==> src/rtl/avalon_mm_rr_arbiter_if.sv <==
// Avalon-MM bus bundle shared by NUM_MASTERS masters and one slave.
// The "slave" modport is the arbiter's view: it is the slave of the masters
// and drives the downstream slave port. The "master" modport is the
// environment's view: master drivers plus the downstream slave model.
interface avalon_mm_rr_arbiter_if #(
  parameter int NUM_MASTERS = 4,
  parameter int AW          = 32,
  parameter int DW          = 32
);
  logic [NUM_MASTERS*AW-1:0] m_address;
  logic [NUM_MASTERS-1:0]    m_read;
  logic [NUM_MASTERS-1:0]    m_write;
  logic [NUM_MASTERS*DW-1:0] m_writedata;
  logic [DW-1:0]             m_readdata;
  logic [NUM_MASTERS-1:0]    m_waitrequest;
  logic [AW-1:0]             s_address;
  logic                      s_read;
  logic                      s_write;
  logic [DW-1:0]             s_writedata;
  logic [DW-1:0]             s_readdata;
  logic                      s_waitrequest;

  modport slave (
    input  m_address, m_read, m_write, m_writedata, s_readdata, s_waitrequest,
    output m_readdata, m_waitrequest, s_address, s_read, s_write, s_writedata
  );

  modport master (
    output m_address, m_read, m_write, m_writedata, s_readdata, s_waitrequest,
    input  m_readdata, m_waitrequest, s_address, s_read, s_write, s_writedata
  );
endinterface

==> src/rtl/avalon_mm_rr_arbiter.sv <==
// Round-robin arbiter sharing one Avalon-MM slave between NUM_MASTERS
// waitrequest-only masters, with a sticky stall watchdog.
//
//   state | meaning
//   ------+-----------------------------------------------------------
//   IDLE  | no grant; slave strobes low, all masters see waitrequest
//   BUSY  | master gidx owns the slave; its strobes pass straight through
module avalon_mm_rr_arbiter #(
  parameter int NUM_MASTERS = 4,
  parameter int AW          = 32,
  parameter int DW          = 32,
  parameter int TIMEOUT     = 256
) (
  input  logic                   clk,
  input  logic                   reset,
  avalon_mm_rr_arbiter_if.slave  bus,
  output logic [NUM_MASTERS-1:0] grant,
  output logic                   timeout_err,
  input  logic                   timeout_clr
);

  localparam int GW = (NUM_MASTERS > 1) ? $clog2(NUM_MASTERS) : 1;
  localparam int CW = (TIMEOUT > 0) ? $clog2(TIMEOUT + 1) : 1;
  localparam logic [CW-1:0] CNT_MAX   = CW'(TIMEOUT);
  localparam logic [GW-1:0] LAST_INIT = GW'(NUM_MASTERS - 1);

  typedef enum logic {IDLE, BUSY} state_t;

  state_t                 state, state_nxt;
  logic [NUM_MASTERS-1:0] grant_nxt;
  logic [GW-1:0]          gidx, gidx_nxt;
  logic [GW-1:0]          last_grant, last_nxt;
  logic [CW-1:0]          stall_cnt, stall_nxt;
  logic [NUM_MASTERS-1:0] req;
  logic [GW:0]            pick;
  logic                   cur_req;
  logic                   stalling;
  logic                   err_set;

  // First requester strictly after 'last', wrapping; MSB flags a winner.
  // Scanning from the far end and overwriting leaves the nearest one.
  function automatic logic [GW:0] rr_pick(input logic [NUM_MASTERS-1:0] r,
                                          input logic [GW-1:0] last);
    logic [GW:0]   res;
    logic [GW-1:0] ix;
    int            idx;
    res = '0;
    for (int k = NUM_MASTERS; k >= 1; k--) begin
      idx = (int'(last) + k) % NUM_MASTERS;
      ix  = GW'(idx);
      if (r[ix]) res = {1'b1, ix};
    end
    return res;
  endfunction

  assign req      = bus.m_read | bus.m_write;
  assign cur_req  = req[gidx];
  assign stalling = (state == BUSY) && cur_req && bus.s_waitrequest;

  // State, grant, round-robin pointer and watchdog registers.
  always_ff @(posedge clk) begin
    if (reset) begin
      state       <= IDLE;
      grant       <= '0;
      gidx        <= '0;
      last_grant  <= LAST_INIT;
      stall_cnt   <= '0;
      timeout_err <= 1'b0;
    end else begin
      state       <= state_nxt;
      grant       <= grant_nxt;
      gidx        <= gidx_nxt;
      last_grant  <= last_nxt;
      stall_cnt   <= stall_nxt;
      timeout_err <= err_set | (timeout_err & ~timeout_clr);
    end
  end

  // Next state: arbitrate from IDLE, and again on completion with the
  // finishing master masked so a waiting master gets a back-to-back grant.
  always_comb begin
    state_nxt = state;
    grant_nxt = grant;
    gidx_nxt  = gidx;
    last_nxt  = last_grant;
    pick      = '0;
    case (state)
      IDLE: begin
        pick = rr_pick(req, last_grant);
        if (pick[GW]) begin
          state_nxt = BUSY;
          gidx_nxt  = pick[GW-1:0];
          grant_nxt = NUM_MASTERS'(1) << pick[GW-1:0];
        end
      end
      BUSY: begin
        if (!cur_req) begin
          // abort: pointer left alone so the aborting master keeps its turn
          state_nxt = IDLE;
          grant_nxt = '0;
        end else if (!bus.s_waitrequest) begin
          last_nxt = gidx;
          pick     = rr_pick(req & ~grant, gidx);
          if (pick[GW]) begin
            gidx_nxt  = pick[GW-1:0];
            grant_nxt = NUM_MASTERS'(1) << pick[GW-1:0];
          end else begin
            state_nxt = IDLE;
            grant_nxt = '0;
          end
        end
      end
      default: begin
        state_nxt = IDLE;
        grant_nxt = '0;
      end
    endcase
  end

  // Watchdog: count stalled BUSY cycles, saturate, flag while saturated.
  always_comb begin
    stall_nxt = '0;
    if (stalling) stall_nxt = (stall_cnt == CNT_MAX) ? stall_cnt : stall_cnt + 1'b1;
    err_set = (TIMEOUT > 0) && stalling && (stall_nxt == CNT_MAX);
  end

  // Outputs: pass the granted master through to the slave, gate the strobes.
  always_comb begin
    bus.s_address     = bus.m_address[int'(gidx)*AW +: AW];
    bus.s_writedata   = bus.m_writedata[int'(gidx)*DW +: DW];
    bus.s_read        = (state == BUSY) && bus.m_read[gidx];
    bus.s_write       = (state == BUSY) && bus.m_write[gidx] && !bus.m_read[gidx];
    bus.m_readdata    = bus.s_readdata;
    bus.m_waitrequest = '1;
    if (state == BUSY) bus.m_waitrequest[gidx] = bus.s_waitrequest;
  end

endmodule
==> src/flat_wrapper.sv <==
// flat-port wrapper written by rule: the top's interface ports become plain ports
module avalon_mm_rr_arbiter_flat 
#(
  parameter int NUM_MASTERS = 4,
  parameter int AW          = 32,
  parameter int DW          = 32,
  parameter int TIMEOUT     = 256
)
  (clk, reset, grant, timeout_err, timeout_clr, bus_m_address, bus_m_read, bus_m_write, bus_m_writedata, bus_s_readdata, bus_s_waitrequest, bus_m_readdata, bus_m_waitrequest, bus_s_address, bus_s_read, bus_s_write, bus_s_writedata);
  avalon_mm_rr_arbiter_if #(.NUM_MASTERS(NUM_MASTERS), .AW(AW), .DW(DW)) bus_i ();
  input  logic clk;
  input  logic reset;
  output logic [NUM_MASTERS-1:0] grant;
  output logic timeout_err;
  input  logic timeout_clr;
  input wire logic [$bits(bus_i.m_address)-1:0] bus_m_address;
  input wire logic [$bits(bus_i.m_read)-1:0] bus_m_read;
  input wire logic [$bits(bus_i.m_write)-1:0] bus_m_write;
  input wire logic [$bits(bus_i.m_writedata)-1:0] bus_m_writedata;
  input wire logic [$bits(bus_i.s_readdata)-1:0] bus_s_readdata;
  input wire logic [$bits(bus_i.s_waitrequest)-1:0] bus_s_waitrequest;
  output wire logic [$bits(bus_i.m_readdata)-1:0] bus_m_readdata;
  output wire logic [$bits(bus_i.m_waitrequest)-1:0] bus_m_waitrequest;
  output wire logic [$bits(bus_i.s_address)-1:0] bus_s_address;
  output wire logic [$bits(bus_i.s_read)-1:0] bus_s_read;
  output wire logic [$bits(bus_i.s_write)-1:0] bus_s_write;
  output wire logic [$bits(bus_i.s_writedata)-1:0] bus_s_writedata;
  assign bus_i.m_address = bus_m_address;
  assign bus_i.m_read = bus_m_read;
  assign bus_i.m_write = bus_m_write;
  assign bus_i.m_writedata = bus_m_writedata;
  assign bus_i.s_readdata = bus_s_readdata;
  assign bus_i.s_waitrequest = bus_s_waitrequest;
  assign bus_m_readdata = bus_i.m_readdata;
  assign bus_m_waitrequest = bus_i.m_waitrequest;
  assign bus_s_address = bus_i.s_address;
  assign bus_s_read = bus_i.s_read;
  assign bus_s_write = bus_i.s_write;
  assign bus_s_writedata = bus_i.s_writedata;
  avalon_mm_rr_arbiter #(.NUM_MASTERS(NUM_MASTERS), .AW(AW), .DW(DW), .TIMEOUT(TIMEOUT)) u_core (.clk(clk), .reset(reset), .bus(bus_i), .grant(grant), .timeout_err(timeout_err), .timeout_clr(timeout_clr));
endmodule
==> config.mk <==
export PLATFORM = sky130hd
export DESIGN_NAME = avalon_mm_rr_arbiter_flat
export DESIGN_NICKNAME = d
export VERILOG_FILES = /design/src/rtl/avalon_mm_rr_arbiter_if.sv /design/src/rtl/avalon_mm_rr_arbiter.sv /design/src/flat_wrapper.sv
export SDC_FILE = /design/constraint.sdc
export NUM_CORES = 1
export LEC_CHECK = 0
export BUFFER_PORTS_ARGS = -buffer_cell sky130_fd_sc_hd__buf_4
export CAP_MARGIN = 30
export CORE_AREA = 2 2 160 162
export DETAILED_ROUTE_END_ITERATION = 8
export DIE_AREA = 0 0 162 164
export HOLD_SLACK_MARGIN = 0.02
export SLEW_MARGIN = 25
export SYNTH_ARGS = -nofsm -noshare
export SYNTH_HDL_FRONTEND = slang
export SYNTH_SLANG_ARGS = --single-unit
==> constraint.sdc <==
create_clock -name clk -period 2 [get_ports clk]
set_input_delay 0.3 -clock clk [delete_from_list [all_inputs] [get_ports clk]]
set_output_delay 0.3 -clock clk [all_outputs]
set_load 0.01 [all_outputs]
==> out/results.tsv <==
metric	value	unit
result of the run	finished with violations	
failing checks	negative setup slack	
total routing resource utilization after global routing	12.9	%
Power per Cell Area	511	nW/um^2
number of cell instances on the worst register-to-register path	6	
pin count of the biggest net entering global routing	76	
r2r setup slk	0.11	ns
number of distinct library cell variants in the gate-level netlist after synthesis	56	
worst-case headroom to the max-slew limit	50.8	%
Max Root-Sink Buffers	2	
total number of H-tree levels	1	
dominant combinational cell family by area after synthesis	multiplexers	
Placed Instance Area	6190	sq um
critical path arrival	1.72	ns
number of synthesized flops with an enable pin	0	
vias per std cell	4.20	
post-synthesis xor/xnor area fraction	2.47	%
DP HPWL	16100	microns
CP endpoint kind	primary output	
biggest fanout along the worst timing path	16	
share of final-layout standard cells stronger than drive strength 1	75.4	%
startpoint kind of the worst setup timing path	flip-flop	
clock root buffer	clkbuf_16	
Post-Syn Area per Cell	11.0	sq um
leakage power figure	2.81	nW
share of synthesized registers carrying an async set or reset	0	%
via count	4020	
hold crit path type	in -> reg	
Synth Area in Adders	2.70	%
cell area after layout	6470	sq um
area added between synthesis and finish	102	%
worst ir drop on vdd	337	uV
die area	26600	sq um
count of nets left with antenna violations after detail routing	0	
beginning of the worst hold path	reset	
share of the synthesized area in compound gates (AO/OA/AOI/OAI)	12.8	%
Die W	162	microns
# clock sinks	19	
clock transition time at the flip-flop clock pins of the worst setup and hold paths	0.06	ns
Reg area	388	sq um
reg2reg end	u_core.timeout_err$_SDFF_PP0_	
net count of the mapped netlist	597	
hold_ws	0.329	ns
total wirelength of the detailed-routed design	19100	microns
number of iterations in the first detailed-routing pass	4	
most common cell after layout, fill and taps aside	buf_4	
number of global-route vias before repair	4134	
Tightest Pin Transition	0.730	ns
placeable core area	24800	sq um
clock insertion delay at the later pin of the skew report	0.25	ns
DRT iter0 DRCs	198	
worst hold path stage count	2	
number of cells produced by synthesis	291	
total setup violations reported at the end of the flow	3	
global route total overflow	0	
worst r2r src	u_core.gidx[1]$_SDFFE_PP0P_	
count of final max-slew check failures	0	
most instantiated flip-flop cell in the synthesis netlist	dfxtp_1	
number of max-cap violations	0	
fraction of the cycle the final worst path needs	101	%
multiplexer share of the synthesized area	48.3	%
worst path required time	1.70	ns
TritonCTS clock tree	built	
count of endpoints failing hold in the final timing report	0	
fmax	0.494	GHz
Yosys reg bits	19	
Die Span Y	164	microns
initial core utilization	12.9	%
number of placed I/O pins	407	
Final min period	2.02	ns
WS Path Type	reg -> out	
Final WS setup	-0.0248	ns
Synth warnings	0	
number of buffers added by the clock tree synthesis step	3	
number of antenna violations at the first check in global routing	1	
area share of and/or/nand/nor cells after synthesis	10.6	%
final net count	933	
detailed-route DRC error count	0	
fraction of the yosys area taken by sequential cells	11.9	%
worst hold path endpoint	u_core.state$_SDFF_PP0_	
Placement Rows	58	
routability cong.	0.822	
worst clock skew	0.00311	ns
commonest non-fill, non-tap cells in the layout	363 x buf_4, 67 x mux4_2, 25 x nor2_1	
Layout fillers	2666	
cell area after technology mapping	3190	sq um
average wire per standard cell	20.0	microns
number of port buffers	342	
first-pass GRT wire length	25600	microns
unrepaired setup endpoints after global routing	true	
multi-input gate area in the final layout	2470	sq um
-- routing by layer --
metal	wire [microns]	GRT usage [%]
met1	7510	16.0
met2	9800	22.9
met3	1580	2.80
met4	233	2.65
met5	0	0
-- what timing repair did --
action | in CTS | in global routing
setup buffers | 2 | 2
resized for setup | 4 | 19
endpoints found under the setup margin | 25 | 47
hold buffers | 0 | 0
pin swaps | 0 | 5
gates cloned | 1 | 1
-- sequential cells by signal, summed over array words and instances, names as in the netlist --
name / flops
u_core.state: 1
u_core.grant: 4
u_core.last_grant: 2
u_core.stall_cnt: 9
u_core.timeout_err: 1
u_core.gidx: 2
-- metrics by stage --
| step | setup slack [ns] | TNS (ns) | total power [mW] | utilization, % | std cells |
|---|---|---|---|---|---|
| 2_1_floorplan | 0.00400 | 0 | 1.56 | - | 291 |
| 3_3_place_gp | -0.132 | -0.132 | 2.74 | 24.9 | 946 |
| 3_5_place_dp | -0.156 | -0.159 | 2.74 | 24.9 | 946 |
| 4_1_cts | -0.00815 | -0.0213 | 3.24 | 25.6 | 953 |
| 5_1_grt | -0.0619 | -0.937 | 3.48 | 26.1 | 957 |
| 6_report | -0.0248 | -0.0321 | 3.30 | 26.1 | 957 |
-- worst max-delay path by stage --
stage	start	to	slack, ns	cells past startpoint
CTS	u_core.gidx[0]$_SDFFE_PP0P_	bus_s_address[7]	-0.008	3
global placement	bus_m_write[3]	u_core.timeout_err$_SDFF_PP0_	-0.13	7
detailed placement	bus_m_write[3]	u_core.timeout_err$_SDFF_PP0_	-0.16	7
global route	u_core.gidx[0]$_SDFFE_PP0P_	bus_s_address[11]	-0.06	3
floorplan	bus_m_write[0]	u_core.timeout_err$_SDFF_PP0_	0.004	7
finish	u_core.gidx[0]$_SDFFE_PP0P_	bus_s_address[10]	-0.02	3
-- worst max-delay path, cell delays in order, from the launching register on --
cell	delay, ns
dfxtp_4	0.41
bufbuf_16	0.33
mux4_2	0.56
buf_4	0.17
-- power breakdown --
| part | internal [mW] | switching [mW] |
|---|---|---|
| Clock | 0.268 | 0.152 |
| Combinational | 1.43 | 1.01 |
| Sequential | 0.406 | 0.0388 |
| Total | 2.11 | 1.20 |
-- synth_stat cells (all sizes together), types with 2 or more instances --
| library cell | count | share of area [%] |
|---|---|---|
| a221oi | 4 | 1.1 |
| buf | 42 | 9.0 |
| and2 | 2 | 0.39 |
| o211ai | 4 | 0.94 |
| mux4 | 67 | 47 |
| or2 | 4 | 0.78 |
| o32ai | 2 | 0.55 |
| a21oi | 9 | 1.4 |
| xnor2 | 6 | 1.6 |
| nor2b | 6 | 1.2 |
| o22ai | 2 | 0.39 |
| a2bb2oi | 2 | 0.55 |
| o2bb2ai | 2 | 0.55 |
| clkbuf | 14 | 1.6 |
| nand2 | 13 | 1.5 |
| ha | 6 | 2.4 |
| o21ai | 7 | 1.1 |
| mux2 | 2 | 0.71 |
| inv | 4 | 0.47 |
| o21bai | 6 | 1.4 |
| xor2 | 3 | 0.82 |
| and3 | 5 | 1.1 |
| nand3 | 8 | 1.3 |
| dfxtp | 19 | 12 |
| o32a | 2 | 0.63 |
| nor2 | 25 | 2.9 |
-- final cells by class --
type                       instances  area share [%]
multi-input combinational        211            38.2
timing repair buffer             387            47.8
inverter                           5           0.348
tap                              330            6.39
antenna                            1          0.0387
clock buffer                       3            1.16
sequential                        19            6.00
clock inverter                     1          0.0774
-- logic make-up (layout without fill, tap and decap cells) --
| kind of cell | after synthesis | after routing |
|---|---|---|
| multiplexers | 70 | 70 |
| AND/OR/NAND/NOR | 69 | 69 |
| buffers and inverters | 61 | 396 |
| AO/OA/AOI/OAI | 56 | 56 |
| flip-flops | 19 | 19 |
| XOR/XNOR | 9 | 9 |
| adder cells (fa/ha/maj) | 7 | 7 |
| other | 0 | 1 |
(Power assumes the default switching activity.)
